===== src/rtl/uop_issue_queue_pkg.sv =====
// Shared backend definitions for the uop issue queue: widths, payload struct,
// queue FSM states and the saturating counter helper.
package uop_issue_queue_pkg;

    localparam int NUM_UOPS      = 128;
    localparam int XLEN          = 32;
    localparam int ARCHFILE_SIZE = 16;
    localparam int QDEPTH        = 8;

    localparam int UOP_W  = $clog2(NUM_UOPS);
    localparam int ARCH_W = $clog2(ARCHFILE_SIZE);
    localparam int PC_W   = 32;

    typedef enum logic [0:0] {
        RUN   = 1'b0,
        FENCE = 1'b1
    } q_state_e;

    typedef struct packed {
        logic [UOP_W-1:0]  uop;
        logic              eoi;
        logic [XLEN-1:0]   imm;
        logic              use_imm;
        logic [PC_W-1:0]   pc;
        logic              except;
        logic [ARCH_W-1:0] src1_arch;
        logic [ARCH_W-1:0] src2_arch;
        logic [ARCH_W-1:0] dest_arch;
    } uop_payload_t;

    function automatic logic [31:0] sat_inc32(input logic [31:0] v);
        return (v == 32'hFFFF_FFFF) ? v : v + 32'd1;
    endfunction

endpackage


===== src/rtl/uop_issue_queue_if.sv =====
// Decode-to-queue intake and queue-to-backend uop bus. The queue uses the
// slave modport; the producer/consumer environment uses master.
interface uop_issue_queue_if;
    import uop_issue_queue_pkg::*;

    logic              in_valid;
    logic              in_ready;
    logic [UOP_W-1:0]  in_uop;
    logic              in_eoi;
    logic [XLEN-1:0]   in_imm;
    logic              in_use_imm;
    logic [PC_W-1:0]   in_pc;
    logic              in_except;
    logic [ARCH_W-1:0] in_src1_arch;
    logic [ARCH_W-1:0] in_src2_arch;
    logic [ARCH_W-1:0] in_dest_arch;

    logic              be_stall;
    logic              uop_ready;
    logic [UOP_W-1:0]  uop;
    logic              eoi;
    logic [XLEN-1:0]   imm;
    logic              use_imm;
    logic [PC_W-1:0]   pc;
    logic              except;
    logic [ARCH_W-1:0] src1_arch;
    logic [ARCH_W-1:0] src2_arch;
    logic [ARCH_W-1:0] dest_arch;

    modport slave (
        input  in_valid, in_uop, in_eoi, in_imm, in_use_imm, in_pc, in_except,
               in_src1_arch, in_src2_arch, in_dest_arch, be_stall,
        output in_ready, uop_ready, uop, eoi, imm, use_imm, pc, except,
               src1_arch, src2_arch, dest_arch
    );

    modport master (
        output in_valid, in_uop, in_eoi, in_imm, in_use_imm, in_pc, in_except,
               in_src1_arch, in_src2_arch, in_dest_arch, be_stall,
        input  in_ready, uop_ready, uop, eoi, imm, use_imm, pc, except,
               src1_arch, src2_arch, dest_arch
    );

endinterface


===== src/rtl/uopq_fifo_mem.sv =====
// DEPTH x payload register array: one synchronous write port, one
// combinational read port. Contents are not reset; the owner masks by count.
module uopq_fifo_mem
    import uop_issue_queue_pkg::*;
#(
    parameter int DEPTH = QDEPTH
) (
    input  logic                     clk,
    input  logic                     we_i,
    input  logic [$clog2(DEPTH)-1:0] waddr_i,
    input  uop_payload_t             wdata_i,
    input  logic [$clog2(DEPTH)-1:0] raddr_i,
    output uop_payload_t             rdata_o
);

    uop_payload_t mem_q [DEPTH];

    // write port
    always_ff @(posedge clk) begin
        if (we_i) begin
            mem_q[waddr_i] <= wdata_i;
        end
    end

    assign rdata_o = mem_q[raddr_i];

endmodule


===== src/rtl/uop_issue_queue.sv =====
// Uop issue queue: buffers decoded uops and presents the head to the backend,
// fencing intake after an excepting uop until flush. Optional counters: UOPQ_STATS_EN.
module uop_issue_queue
    import uop_issue_queue_pkg::*;
#(
    parameter int DEPTH = QDEPTH
) (
    input  logic               clk,
    input  logic               rst,
    input  logic               flush,
`ifdef UOPQ_STATS_EN
    output logic [31:0]        issued_cnt,
    output logic [31:0]        stall_cnt,
`endif
    uop_issue_queue_if.slave   q_if
);

    localparam int PTR_W = $clog2(DEPTH);
    localparam int CNT_W = PTR_W + 1;

    q_state_e           state_q, state_d;
    logic [PTR_W-1:0]   head_q, head_d;
    logic [PTR_W-1:0]   tail_q, tail_d;
    logic [CNT_W-1:0]   count_q, count_d;

    logic               in_ready_s;
    logic               uop_ready_s;
    logic               enq_s;
    logic               deq_s;
    uop_payload_t       wdata_s;
    uop_payload_t       rdata_s;
    uop_payload_t       head_s;

    // A full queue refuses intake even if the head leaves this cycle.
    assign in_ready_s  = !rst && (state_q == RUN) && (count_q != CNT_W'(DEPTH));
    assign uop_ready_s = (count_q != {CNT_W{1'b0}});
    assign enq_s       = q_if.in_valid && in_ready_s;
    assign deq_s       = uop_ready_s && !q_if.be_stall;

    assign wdata_s = '{
        uop:       q_if.in_uop,
        eoi:       q_if.in_eoi,
        imm:       q_if.in_imm,
        use_imm:   q_if.in_use_imm,
        pc:        q_if.in_pc,
        except:    q_if.in_except,
        src1_arch: q_if.in_src1_arch,
        src2_arch: q_if.in_src2_arch,
        dest_arch: q_if.in_dest_arch
    };

    uopq_fifo_mem #(.DEPTH(DEPTH)) u_mem (
        .clk     (clk),
        .we_i    (enq_s),
        .waddr_i (tail_q),
        .wdata_i (wdata_s),
        .raddr_i (head_q),
        .rdata_o (rdata_s)
    );

    assign head_s = uop_ready_s ? rdata_s : '0;

    assign q_if.in_ready  = in_ready_s;
    assign q_if.uop_ready = uop_ready_s;
    assign q_if.uop       = head_s.uop;
    assign q_if.eoi       = head_s.eoi;
    assign q_if.imm       = head_s.imm;
    assign q_if.use_imm   = head_s.use_imm;
    assign q_if.pc        = head_s.pc;
    assign q_if.except    = head_s.except;
    assign q_if.src1_arch = head_s.src1_arch;
    assign q_if.src2_arch = head_s.src2_arch;
    assign q_if.dest_arch = head_s.dest_arch;

    // next-state for pointers, occupancy and fence FSM; flush overrides everything
    always_comb begin
        state_d = state_q;
        head_d  = head_q;
        tail_d  = tail_q;
        count_d = count_q;
        if (flush) begin
            state_d = RUN;
            head_d  = {PTR_W{1'b0}};
            tail_d  = {PTR_W{1'b0}};
            count_d = {CNT_W{1'b0}};
        end else begin
            if (enq_s) begin
                tail_d = tail_q + PTR_W'(1);
            end else begin
                tail_d = tail_q;
            end
            if (deq_s) begin
                head_d = head_q + PTR_W'(1);
            end else begin
                head_d = head_q;
            end
            case ({enq_s, deq_s})
                2'b10:   count_d = count_q + CNT_W'(1);
                2'b01:   count_d = count_q - CNT_W'(1);
                default: count_d = count_q;
            endcase
            case (state_q)
                RUN: begin
                    if (enq_s && q_if.in_except) begin
                        state_d = FENCE;
                    end else begin
                        state_d = RUN;
                    end
                end
                FENCE:   state_d = FENCE;
                default: state_d = RUN;
            endcase
        end
    end

    // state registers
    always_ff @(posedge clk) begin
        if (rst) begin
            state_q <= RUN;
            head_q  <= {PTR_W{1'b0}};
            tail_q  <= {PTR_W{1'b0}};
            count_q <= {CNT_W{1'b0}};
        end else begin
            state_q <= state_d;
            head_q  <= head_d;
            tail_q  <= tail_d;
            count_q <= count_d;
        end
    end

`ifdef UOPQ_STATS_EN
    // Counters survive flush; a dequeue in a flush cycle is discarded, so it is not counted.
    always_ff @(posedge clk) begin
        if (rst) begin
            issued_cnt <= 32'd0;
            stall_cnt  <= 32'd0;
        end else begin
            if (deq_s && !flush) begin
                issued_cnt <= sat_inc32(issued_cnt);
            end else begin
                issued_cnt <= issued_cnt;
            end
            if (uop_ready_s && q_if.be_stall) begin
                stall_cnt <= sat_inc32(stall_cnt);
            end else begin
                stall_cnt <= stall_cnt;
            end
        end
    end
`endif

endmodule


===== src/flat_wrapper.sv =====
// flat-port wrapper written by rule: the top's interface ports become plain ports
module uop_issue_queue_flat import uop_issue_queue_pkg::*;
#(
    parameter int DEPTH = QDEPTH
)
  (clk, rst, flush, q_if_in_valid, q_if_in_uop, q_if_in_eoi, q_if_in_imm, q_if_in_use_imm, q_if_in_pc, q_if_in_except, q_if_in_src1_arch, q_if_in_src2_arch, q_if_in_dest_arch, q_if_be_stall, q_if_in_ready, q_if_uop_ready, q_if_uop, q_if_eoi, q_if_imm, q_if_use_imm, q_if_pc, q_if_except, q_if_src1_arch, q_if_src2_arch, q_if_dest_arch);
  uop_issue_queue_if q_if_i ();
  input  logic clk;
  input  logic rst;
  input  logic flush;
  input wire logic [$bits(q_if_i.in_valid)-1:0] q_if_in_valid;
  input wire logic [$bits(q_if_i.in_uop)-1:0] q_if_in_uop;
  input wire logic [$bits(q_if_i.in_eoi)-1:0] q_if_in_eoi;
  input wire logic [$bits(q_if_i.in_imm)-1:0] q_if_in_imm;
  input wire logic [$bits(q_if_i.in_use_imm)-1:0] q_if_in_use_imm;
  input wire logic [$bits(q_if_i.in_pc)-1:0] q_if_in_pc;
  input wire logic [$bits(q_if_i.in_except)-1:0] q_if_in_except;
  input wire logic [$bits(q_if_i.in_src1_arch)-1:0] q_if_in_src1_arch;
  input wire logic [$bits(q_if_i.in_src2_arch)-1:0] q_if_in_src2_arch;
  input wire logic [$bits(q_if_i.in_dest_arch)-1:0] q_if_in_dest_arch;
  input wire logic [$bits(q_if_i.be_stall)-1:0] q_if_be_stall;
  output wire logic [$bits(q_if_i.in_ready)-1:0] q_if_in_ready;
  output wire logic [$bits(q_if_i.uop_ready)-1:0] q_if_uop_ready;
  output wire logic [$bits(q_if_i.uop)-1:0] q_if_uop;
  output wire logic [$bits(q_if_i.eoi)-1:0] q_if_eoi;
  output wire logic [$bits(q_if_i.imm)-1:0] q_if_imm;
  output wire logic [$bits(q_if_i.use_imm)-1:0] q_if_use_imm;
  output wire logic [$bits(q_if_i.pc)-1:0] q_if_pc;
  output wire logic [$bits(q_if_i.except)-1:0] q_if_except;
  output wire logic [$bits(q_if_i.src1_arch)-1:0] q_if_src1_arch;
  output wire logic [$bits(q_if_i.src2_arch)-1:0] q_if_src2_arch;
  output wire logic [$bits(q_if_i.dest_arch)-1:0] q_if_dest_arch;
  assign q_if_i.in_valid = q_if_in_valid;
  assign q_if_i.in_uop = q_if_in_uop;
  assign q_if_i.in_eoi = q_if_in_eoi;
  assign q_if_i.in_imm = q_if_in_imm;
  assign q_if_i.in_use_imm = q_if_in_use_imm;
  assign q_if_i.in_pc = q_if_in_pc;
  assign q_if_i.in_except = q_if_in_except;
  assign q_if_i.in_src1_arch = q_if_in_src1_arch;
  assign q_if_i.in_src2_arch = q_if_in_src2_arch;
  assign q_if_i.in_dest_arch = q_if_in_dest_arch;
  assign q_if_i.be_stall = q_if_be_stall;
  assign q_if_in_ready = q_if_i.in_ready;
  assign q_if_uop_ready = q_if_i.uop_ready;
  assign q_if_uop = q_if_i.uop;
  assign q_if_eoi = q_if_i.eoi;
  assign q_if_imm = q_if_i.imm;
  assign q_if_use_imm = q_if_i.use_imm;
  assign q_if_pc = q_if_i.pc;
  assign q_if_except = q_if_i.except;
  assign q_if_src1_arch = q_if_i.src1_arch;
  assign q_if_src2_arch = q_if_i.src2_arch;
  assign q_if_dest_arch = q_if_i.dest_arch;
  uop_issue_queue #(.DEPTH(DEPTH)) u_core (.clk(clk), .rst(rst), .flush(flush), .q_if(q_if_i));
endmodule

===== config.mk =====
export PLATFORM = sky130hd
export DESIGN_NAME = uop_issue_queue_flat
export DESIGN_NICKNAME = d
export VERILOG_FILES = /design/src/rtl/uop_issue_queue_pkg.sv /design/src/rtl/uop_issue_queue_if.sv /design/src/rtl/uopq_fifo_mem.sv /design/src/rtl/uop_issue_queue.sv /design/src/flat_wrapper.sv
export SDC_FILE = /design/constraint.sdc
export NUM_CORES = 1
export LEC_CHECK = 0
export ABC_AREA = 0
export CAP_MARGIN = 20
export CELL_PAD_IN_SITES_DETAIL_PLACEMENT = 0
export CELL_PAD_IN_SITES_GLOBAL_PLACEMENT = 1
export CORE_ASPECT_RATIO = 1.25
export CORE_UTILIZATION = 55
export DETAILED_ROUTE_END_ITERATION = 10
export PLACE_DENSITY = 0.93
export SYNTH_ARGS = -nofsm -noshare
export SYNTH_HDL_FRONTEND = slang
export SYNTH_SLANG_ARGS = --single-unit

===== constraint.sdc =====
create_clock -name clk -period 26.2 [get_ports clk]
set_input_delay 2.62 -clock clk [delete_from_list [all_inputs] [get_ports clk]]
set_output_delay 2.62 -clock clk [all_outputs]
set_load 0.05 [all_outputs]

* After elaboration in Yosys (flattened, before gate mapping) *
Memories as Yosys holds them, arrays and structs flattened. A register that Yosys moved wholly into a read port is not among the register bits.
Cells that the tools add are included.

word-level totals
  output and inout port bits = 88
  bits in registers = 11
  bits in read-only memories = 0
  RAM bits = 688
  word-level logic and storage cells = 31
  bits in latches = 0
  input bits = 91
  memories = 1

memory list
  name                words  width  read ports  clocked after Yosys merged registers in  write ports  RTL line             RTL
  u_core.u_mem.mem_q  8      86     1           1                                        1            uopq_fifo_mem.sv:16  uop_payload_t mem_q [DEPTH];

cells by class
  multiplexer cells = 8
  divide/modulo/power cells = 0
  shifts and indexed selects = 0
  magnitude comparators = 0
  reductions and logical operators = 10
  equality and inequality tests = 3
  bitwise logic cells = 1
  $mul = 0
  add/sub/neg operators = 4

operators by type and width
  cell                 number
  $mux 86              1
  $pmux 4 s2           1
  $add 3x1->3 const B  2
  $mux 3               2
  $logic_and 1x1->1    5
  $add 4x1->4 const B  1
  $ne 4x4->1 const B   1
  $reduce_bool 4->1    1
  $sub 4x1->4 const B  1
  $mux 1               3
  $eq 2x1->1 const B   1
  $eq 2x2->1 const B   1
  $logic_not 1->1      2
  $pmux 1 s2           1
  $reduce_bool 2->1    1
  $reduce_or 2->1      1
  $not 1->1            1

* Depth between registers and ports, before layout *
Gate-level depths: netlist of run 1.

  depth after elaboration = 7
  depth in mapped cells = 10
  gate-level depth less buffers = 9

* Modules after synthesis *
Synthesis of run 1 repeated with hierarchy kept, for this count alone.

second synthesis, totals
  cell total of the unflattened synthesis = 1169
  area total of the unflattened synthesis = 27423.8 µm²

modules (own cells, without submodules)
  module           cells an instance  seq. area each (µm²)  area each (µm²)  times used
  uopq_fifo_mem    1007               20659.8               26223.9          1
  uop_issue_queue  162                220.2                 1199.9           1

* Least setup slack after synthesis of run 1 *
No wires, ideal clock.

  kind = input port to flip-flop
  start = input port rst
  end = memory u_core.u_mem.mem_q[1][0] (netlist bit) (enable)
  data required time = 25458 ps
  slack = 14403 ps
  library setup time = 742 ps
  cell stages on the path = 3
  data arrival time = 11056 ps
  path buffers = 0
  path through = nor2_1 nand2b_1 nor4_1

between the ends
  cells in the longest elaborated chain, start to end = 6

ends and longest elaborated chain
  what                            RTL line               RTL
  start, declared                 flat_wrapper.sv:9      input logic rst;
  $logic_not 1->1                 uop_issue_queue.sv:35  assign in_ready_s = !rst && (state_q == RUN) && (count_q != CNT_W'(DEPTH));
  $logic_and 1x1->1 (2 in a row)  uop_issue_queue.sv:35
  $logic_and 1x1->1               uop_issue_queue.sv:37  assign enq_s = q_if.in_valid && in_ready_s;
  $mux 1                          uopq_fifo_mem.sv:20    if (we_i) begin
  $mux 1 (implied by the code)    uopq_fifo_mem.sv:21    mem_q[waddr_i] <= wdata_i;
  end, declared                   uopq_fifo_mem.sv:16

Every way passes these cells.

* Worst setup path in the final report of run 1 *
  start = input port rst
  end = output port q_if_in_ready

between the ends
  cells in the longest elaborated chain, start to end = 3

ends and longest elaborated chain
  what                            RTL line               RTL
  $logic_not 1->1                 uop_issue_queue.sv:35
  $logic_and 1x1->1 (2 in a row)  uop_issue_queue.sv:35
  end, declared                   flat_wrapper.sv:22     output wire logic [$bits(q_if_i.in_ready)-1:0] q_if_in_ready;

Every way passes these cells.

==> results_tabular.tex, run 1 <==
\begin{tabular}{lr}
\hline
Metric & Value \\
\hline
\multicolumn{2}{l}{\textbf{Status}} \\
Run status & complete, no violations \\
\multicolumn{2}{l}{\textbf{Routing}} \\
Drt initial violations & 1000 \\
Via-to-Cell Ratio & between 5 and 6 \\
WL/cell & between 20 and 30 um \\
Remaining design rule violation count & 0 \\
Wire length after detailed routing & approximately 53 mm \\
Detailed-route via count & 12300 \\
Number of detailed-routing iterations run before antenna repair & 7 \\
Routed Antenna Nets & 0 \\
\multicolumn{2}{l}{\textbf{Placed design}} \\
DP Wirelength & between 20 and 30 mm \\
Final weighted congestion in routability-driven placement & 0.731 \\
Post-placement setup slack & roughly 19 ns \\
Number of buffer cells added on primary ports & 178 \\
\multicolumn{2}{l}{\textbf{Timing}} \\
Crit share post-route & 0.269 \\
Endpoints failing hold & 0 \\
Min Clock Period, post-route & 7.04 ns \\
Final worst-path setup slack & 19.16 ns \\
Final max-slew violation count & 0 \\
Slew of the pin with the lowest slew margin & about 1.0 ns \\
Setup total negative slack & 0 ns \\
Final setup violation count & 0 \\
Headroom to the max-slew limit & 0.332 \\
Setup repair after global routing missed its margin & false \\
Maximum clock frequency & 142 MHz \\
Clock tree skew after final layout & roughly 0.014 ns \\
\multicolumn{2}{l}{\textbf{Setup path}} \\
Data arrival, critical path & around 4.4 ns \\
Type of the worst setup path & in -> out \\
Start point of the critical path & rst \\
CP required & roughly 24 ns \\
Worst setup EP type & primary output \\
Crit start category & input pin \\
Worst-path maximum fanout & 7 \\
Startpoint of the worst-slack reg-to-reg timing path & u\_core.count\_q[1] \\
\multicolumn{2}{l}{\textbf{Yosys}} \\
Part of the Yosys area used for sequential elements & 0.780 \\
Number of enable flip-flop cells after synthesis & 688 \\
Most frequently used cell type in the post-synthesis netlist & edfxtp\_1 \\
Syn Nets & 1271 \\
Async set-reset flop share out of synthesis & 0 \\
Area share of the largest cell type after synthesis & 0.769 \\
Netlist area before placement & roughly 27000 um\^{}2 \\
Mean area per synthesized cell & between 20 and 25 um\^{}2 \\
Synth top cells by count & edfxtp\_1, mux4\_2, nor2\_1, mux2i\_1, buf\_2 \\
Distinct cell type count of the synthesized netlist & 36 \\
Synth warnings & 0 \\
Cells after Synth & $\sim$1200 \\
Post-synthesis sequential element count & around 700 \\
Predominant post-synthesis flop cell & edfxtp\_1 \\
Most area-consuming cells after synthesis & edfxtp\_1, mux4\_2, mux2i\_1, nor2\_1, dfxtp\_1 \\
Dominant cell type by area after synthesis & edfxtp\_1 \\
\multicolumn{2}{l}{\textbf{Clock tree}} \\
CTS Buffer Depth & 3 \\
Buffer count from post-CTS setup fixing & 0 \\
CTS tree & built \\
Later-pin clock latency in the skew report & approximately 0.60 ns \\
Clock sink count & around 700 \\
Clock-pin slew reported for the worst setup and hold paths after clock tree synthesis & $\sim$0.060 ns \\
Hold Buf Count CTS & 0 \\
Clock buffer count from CTS & 66 \\
Cells resized by post-CTS repair & 0 \\
CTS H-Tree Depth & 3 \\
Clock root cell & clkbuf\_16 \\
\multicolumn{2}{l}{\textbf{Finish}} \\
Layout Nets & roughly 1500 \\
Layout cells sized above 1 & 0.216 \\
Fill count & between 3000 and 4000 \\
FF+latch area & approximately 21000 um\^{}2 \\
Area of combinational cells with multiple inputs & between 5000 and 6000 um\^{}2 \\
Area growth from synthesis to final layout & 17.0\% \\
\multicolumn{2}{l}{\textbf{GRT}} \\
Vias in the first global route & around 13000 \\
First-pass GRT wire length & 79.8 mm \\
Largest net degree at the start of global routing & 69 \\
Initial antenna violation count & 5 \\
GRT overflow & 0 \\
GRT Overall Usage & 0.222 \\
\multicolumn{2}{l}{\textbf{Floorplanning}} \\
Placeable Area & roughly 48000 um\^{}2 \\
Number of placed I/O pins & about 180 \\
Initial Utilization & 0.557 \\
Vertical die dimension & about 250 um \\
Floorplan row count & 90 \\
Die width & about 200 um \\
Total Die Area & $\sim$50000 um\^{}2 \\
\multicolumn{2}{l}{\textbf{Power and ir drop}} \\
Power per Cell Area & about 72 nW/um\^{}2 \\
Leakage component of the power & between 9 and 10 nW \\
Worst IR Drop VDD & $\sim$0.060 mV \\
\multicolumn{2}{l}{\textbf{Min path}} \\
Startpoint of the worst hold path & u\_core.state\_q \\
Type of the worst min-delay path & reg -> reg \\
\multicolumn{2}{l}{\textbf{Run}} \\
Max cap viols & 0 \\
\hline
\end{tabular}
## cell type report
cell class,instances,area share
Tap cell,644,0.0256
Multi-Input combinational cell,410,0.176
Clock buffer,81,0.0564
Timing Repair Buffer,205,0.0638
Inverter,2,0.000239
Antenna cell,3,0.000239
Sequential cell,702,0.667
Clock inverter,37,0.0110
## layout by cell type, fill, tap and decap left out, drive strengths merged, types with 2 or more instances in the layout
master | synthesis | final
dfxtp | 14 | 14
nor3 | 4 | 4
edfxtp | 688 | 688
clkbuf | 17 | 81
clkdlybuf4s50 | 0 | 178
clkinv | 0 | 25
nor4 | 3 | 3
inv | 2 | 5
buf | 44 | 27
nand3 | 3 | 3
ha | 5 | 5
o21ai | 5 | 5
xor2 | 4 | 4
mux2i | 87 | 87
mux4 | 172 | 172
clkinvlp | 0 | 3
xnor2 | 2 | 2
diode | 0 | 3
nor2 | 99 | 99
nor4b | 2 | 2
or3 | 2 | 2
nand2 | 7 | 7
bufinv | 0 | 6
a21oi | 5 | 5
## routing by layer
metal | track usage | share of wire | vias up
li1 | - | - | 5322
met1 | 0.295 | 0.40 | 6501
met2 | 0.369 | 0.52 | 408
met3 | 0.0413 | 0.057 | 74
met4 | 0.0800 | 0.022 | 4
met5 | 0 | 0.00051 | -
## critical path, stage by stage
cell	delay (ns)
clkdlybuf4s50_1	0.44
nor2_1	0.15
nand2b_1	0.22
inv_1	0.18
clkdlybuf4s50_1	0.82
## final timing paths
path              cells after the start                         to  slack [ns]
setup / recovery                      5              q_if_in_ready       19.16
hold reg to reg                       2             u_core.state_q        0.50
hold / removal                        2             u_core.state_q        0.50
setup reg to reg                      7  u_core.u_mem.mem_q[6][59]       22.84
## registers in the layout, summed over array words and instances, names as in the netlist, named ones only
signal and flops:
u_core.count_q 4, u_core.tail_q 3, u_core.head_q 3, u_core.u_mem.mem_q 688
u_core.state_q 1
## power by group
group | total [mW] | switching [mW] | internal (mW)
registers | 1.24 | 0.00312 | 1.24
clock network | 0.934 | 0.392 | 0.542
logic | 0.0982 | 0.0601 | 0.0382
total | 2.28 | 0.455 | 1.82
## per-stage QoR
step,util,cell area [um^2],hold WS [ns],instances,power (mW)
floorplan,-,26900,0.437,1175,1.32
global placement,0.607,29300,0.463,1962,1.36
detailed placement,0.607,29300,0.492,1962,1.37
CTS,0.651,31400,0.507,2080,2.29
global route,0.652,31400,0.533,2083,2.34
finish,0.652,31400,0.502,2084,2.28
## logic make-up (layout without fill, tap and decap cells)
group	count (synthesis)	after routing	synth area share
AOI/OAI and AO/OA	12	12	0.00242
xor gates and xnor gates	6	6	0.00196
adders and majority gates	5	5	0.00233
buffers and inverters	63	325	0.0162
DFF	702	702	0.780
muxes	259	259	0.177
other	0	3	0
and+or+nand+nor	128	128	0.0207
Note: power is estimated with default switching activity, not from simulation.
==> inputs of run 2 (changes only) <==
--- a/config.mk
+++ b/config.mk
@@ -10,9 +10,9 @@
 export CELL_PAD_IN_SITES_DETAIL_PLACEMENT = 0
 export CELL_PAD_IN_SITES_GLOBAL_PLACEMENT = 1
 export CORE_ASPECT_RATIO = 1.25
-export CORE_UTILIZATION = 55
+export CORE_UTILIZATION = 52
 export DETAILED_ROUTE_END_ITERATION = 10
-export PLACE_DENSITY = 0.93
+export PLACE_DENSITY = 0.89
 export SYNTH_ARGS = -nofsm -noshare
 export SYNTH_HDL_FRONTEND = slang
 export SYNTH_SLANG_ARGS = --single-unit
==> constraint.sdc (replaced) <==
create_clock -name clk -period 7 [get_ports clk]
set_input_delay 0.7 -clock clk [delete_from_list [all_inputs] [get_ports clk]]
set_output_delay 0.7 -clock clk [all_outputs]
set_load 0.05 [all_outputs]
==> results_tabular.tex, run 2 (synthesis results as in run 1) <==
\begin{tabular}{lr}
\hline
Metric & Value \\
\hline
\multicolumn{2}{l}{\textbf{Finish}} \\
Layout cells sized above 1 & 0.212 (-0.00384) \\
Leading cell type in the layout, fill and taps excluded & edfxtp\_1 \\
Final core area utilization & 0.617 (-0.0348) \\
Reg with most FFs & u\_core.u\_mem.mem\_q \\
Largest registers & u\_core.u\_mem.mem\_q: 688 flops, u\_core.count\_q: 4 flops \\
Layout Nets & 1474 (-0.61\%) \\
Fill count & 3335 (+7.1\%) \\
Number of flip-flops under the largest register name & 688 (unchanged) \\
Commonest cells after routing, fill and taps aside & edfxtp\_1, clkdlybuf4s50\_1, mux4\_2 \\
Area growth from synthesis to final layout & 16.6\% \\
\multicolumn{2}{l}{\textbf{Status}} \\
Run status & complete, no violations \\
\multicolumn{2}{l}{\textbf{Clock tree}} \\
Clock buffer count from CTS & 61 (-7.6\%) \\
Cells resized by post-CTS repair & 0 (unchanged) \\
Later-pin clock latency in the skew report & 0.61 ns (about the same) \\
CTS tree & built \\
Clock root cell & clkbuf\_16 \\
CTS Buffer Depth & 3 (unchanged) \\
Clock-pin slew reported for the worst setup and hold paths after clock tree synthesis & 0.06 ns (about the same) \\
Clock sink count & 702 (unchanged) \\
Hold Buf Count CTS & 0 (unchanged) \\
CTS H-Tree Depth & 2 (-1) \\
Buffer count from post-CTS setup fixing & 0 (unchanged) \\
\multicolumn{2}{l}{\textbf{Timing}} \\
Final max-slew violation count & 0 (unchanged) \\
Crit share post-route & 0.599 \\
Final setup violation count & 0 (unchanged) \\
Clock tree skew after final layout & 0.0170 ns (+0.00277 ns) \\
Slew of the pin with the lowest slew margin & 1.09 ns (+0.0848 ns) \\
Endpoints failing hold & 0 (unchanged) \\
Setup repair after global routing missed its margin & false \\
Headroom to the max-slew limit & 0.275 (-0.0565) \\
Worst hold margin & 0.508 ns (+0.00634 ns) \\
Min Clock Period, post-route & between 4 and 5 ns \\
Maximum clock frequency & roughly 240 MHz \\
\multicolumn{2}{l}{\textbf{GRT}} \\
GR met3 Demand/Resource & 0.0276 (-0.0137) \\
Initial antenna violation count & 2 (-3) \\
Most Crowded Layer GR & met2 \\
GR Util met1 & 0.282 (-0.0129) \\
First-pass GRT wire length & 80.1 mm (+0.36\%) \\
Met2 track demand over resource & 0.350 (-0.0193) \\
Largest net degree at the start of global routing & 173 (+150\%) \\
GRT overflow & 0 (unchanged) \\
Vias in the first global route & 12900 (-1.7\%) \\
GRT Overall Usage & 0.207 (-0.0154) \\
\multicolumn{2}{l}{\textbf{Power and ir drop}} \\
Worst IR Drop VDD & 0.205 mV (+240\%) \\
Internal power & 6.72 mW (+270\%) \\
Power per Cell Area & 268 nW/um\^{}2 (+270\%) \\
Register share of total power & 0.555 (+0.008) \\
Switching share of total power & 0.199 (-0.000961) \\
Part of the power in the clock network & 0.401 (-0.009) \\
Logic pwr share & 0.044 (about the same) \\
Power spent charging and discharging nets & 1.67 mW (+270\%) \\
Leakage component of the power & 9.42 nW (-0.60\%) \\
\multicolumn{2}{l}{\textbf{Min path}} \\
Type of the worst min-delay path & reg -> reg \\
Instance count along the most critical hold path & 2 (unchanged) \\
\multicolumn{2}{l}{\textbf{Routing}} \\
Number of detailed-routing iterations run before antenna repair & 5 (-2) \\
Routed Antenna Nets & 0 (unchanged) \\
WL/cell & 25.3 um (-1.1\%) \\
Remaining design rule violation count & 0 (unchanged) \\
Wire length after detailed routing & 52.8 mm (-0.88\%) \\
Via-to-Cell Ratio & 5.85 (-1.0\%) \\
Detailed-route via count & 12200 (-0.76\%) \\
Drt initial violations & 1073 (+7.3\%) \\
\multicolumn{2}{l}{\textbf{Setup path}} \\
Data arrival, critical path & 3.49 ns (-0.93 ns) \\
Worst-path maximum fanout & 48 (+41) \\
Worst setup EP type & primary output \\
CP required & 6.30 ns (-17.28 ns) \\
Worst reg-to-reg path cell count & 11 (+4) \\
Crit start category & register \\
Type of the worst setup path & reg -> out \\
\multicolumn{2}{l}{\textbf{Run}} \\
Max cap viols & 0 (unchanged) \\
\multicolumn{2}{l}{\textbf{Floorplanning}} \\
Initial Utilization & 0.529 (-0.0282) \\
Die width & 205 um (+2.8\%) \\
Vertical die dimension & 256 um (+2.8\%) \\
Number of placed I/O pins & 179 (unchanged) \\
Placeable Area & 50800 um\^{}2 (+5.3\%) \\
Total Die Area & 52600 um\^{}2 (+5.7\%) \\
Floorplan row count & 92 (+2.2\%) \\
\multicolumn{2}{l}{\textbf{Placed design}} \\
DP Wirelength & 26.9 mm (+0.83\%) \\
Number of buffer cells added on primary ports & 178 (unchanged) \\
Final weighted congestion in routability-driven placement & 0.704 (-3.7\%) \\
\hline
\end{tabular}
-- run 2: changes by cell type in the layout (fill, tap and decap cells not counted), moves of 2 or more --
cell and delta:
diode_2 -2, clkinv_1 +3, buf_4 -6, bufinv_16 +2, clkbuf_1 -3, inv_6 -2
clkinv_2 +4, clkbuf_16 -6, buf_12 +3
-- run 2: layout make-up --
class	instances	area, um^2	area share
clock inverters	43	412	0.0131
flip-flops and latches	702	21000	0.669
clock buffers	72	1610	0.0514
diodes	1	2.50	0.0000799
well taps	658	823	0.0263
inverters	2	7.51	0.000240
multi-input cells	410	5530	0.176
repair buffers	201	1990	0.0636
-- run 2: power groups by stage --
stage	Combinational (mW)	Clock (mW)	Sequential, mW
detailed placement	0.371	0	4.74
global placement	0.361	0	4.74
global route	0.393	3.57	4.65
floorplan	0.196	0	4.75
CTS	0.374	3.42	4.65
finish	0.370	3.37	4.65
-- run 2: metal layers --
| layer | wire, um | vias up |
|---|---|---|
| li1 | - | 5302 |
| met1 | 21500 | 6444 |
| met2 | 27400 | 391 |
| met3 | 2690 | 76 |
| met4 | 1200 | 2 |
| met5 | 11 | - |
-- run 2: stage by stage --
stage	TNS, ns	power, mW	setup WS (ns)	instances	instance area [um^2]
2_1_floorplan	-797.36	4.95	-2.88	1175	26900
4_1_cts	0	8.45	2.72	2088	31300
3_5_place_dp	0	5.12	3.02	1973	29300
6_report	0	8.39	2.81	2089	31300
3_3_place_gp	0	5.10	3.04	1973	29300
5_1_grt	0	8.61	2.61	2089	31300
-- run 2: final timing paths --
| kind | start | to | slack [ns] |
|---|---|---|---|
| max | u_core.count_q[0] | q_if_imm[29] | 2.81 |
| min | u_core.state_q | u_core.state_q | 0.51 |
| max reg2reg | u_core.count_q[0] | u_core.count_q[2] | 3.42 |
| min reg2reg | u_core.state_q | u_core.state_q | 0.51 |
-- run 2: worst max-delay path: stages, from the launching register on --
cell and delay (ns):
dfxtp_1 0.39, nor4_4 0.26, buf_4 0.65, buf_4 0.59, nor2_1 0.16, clkdlybuf4s50_1 0.74
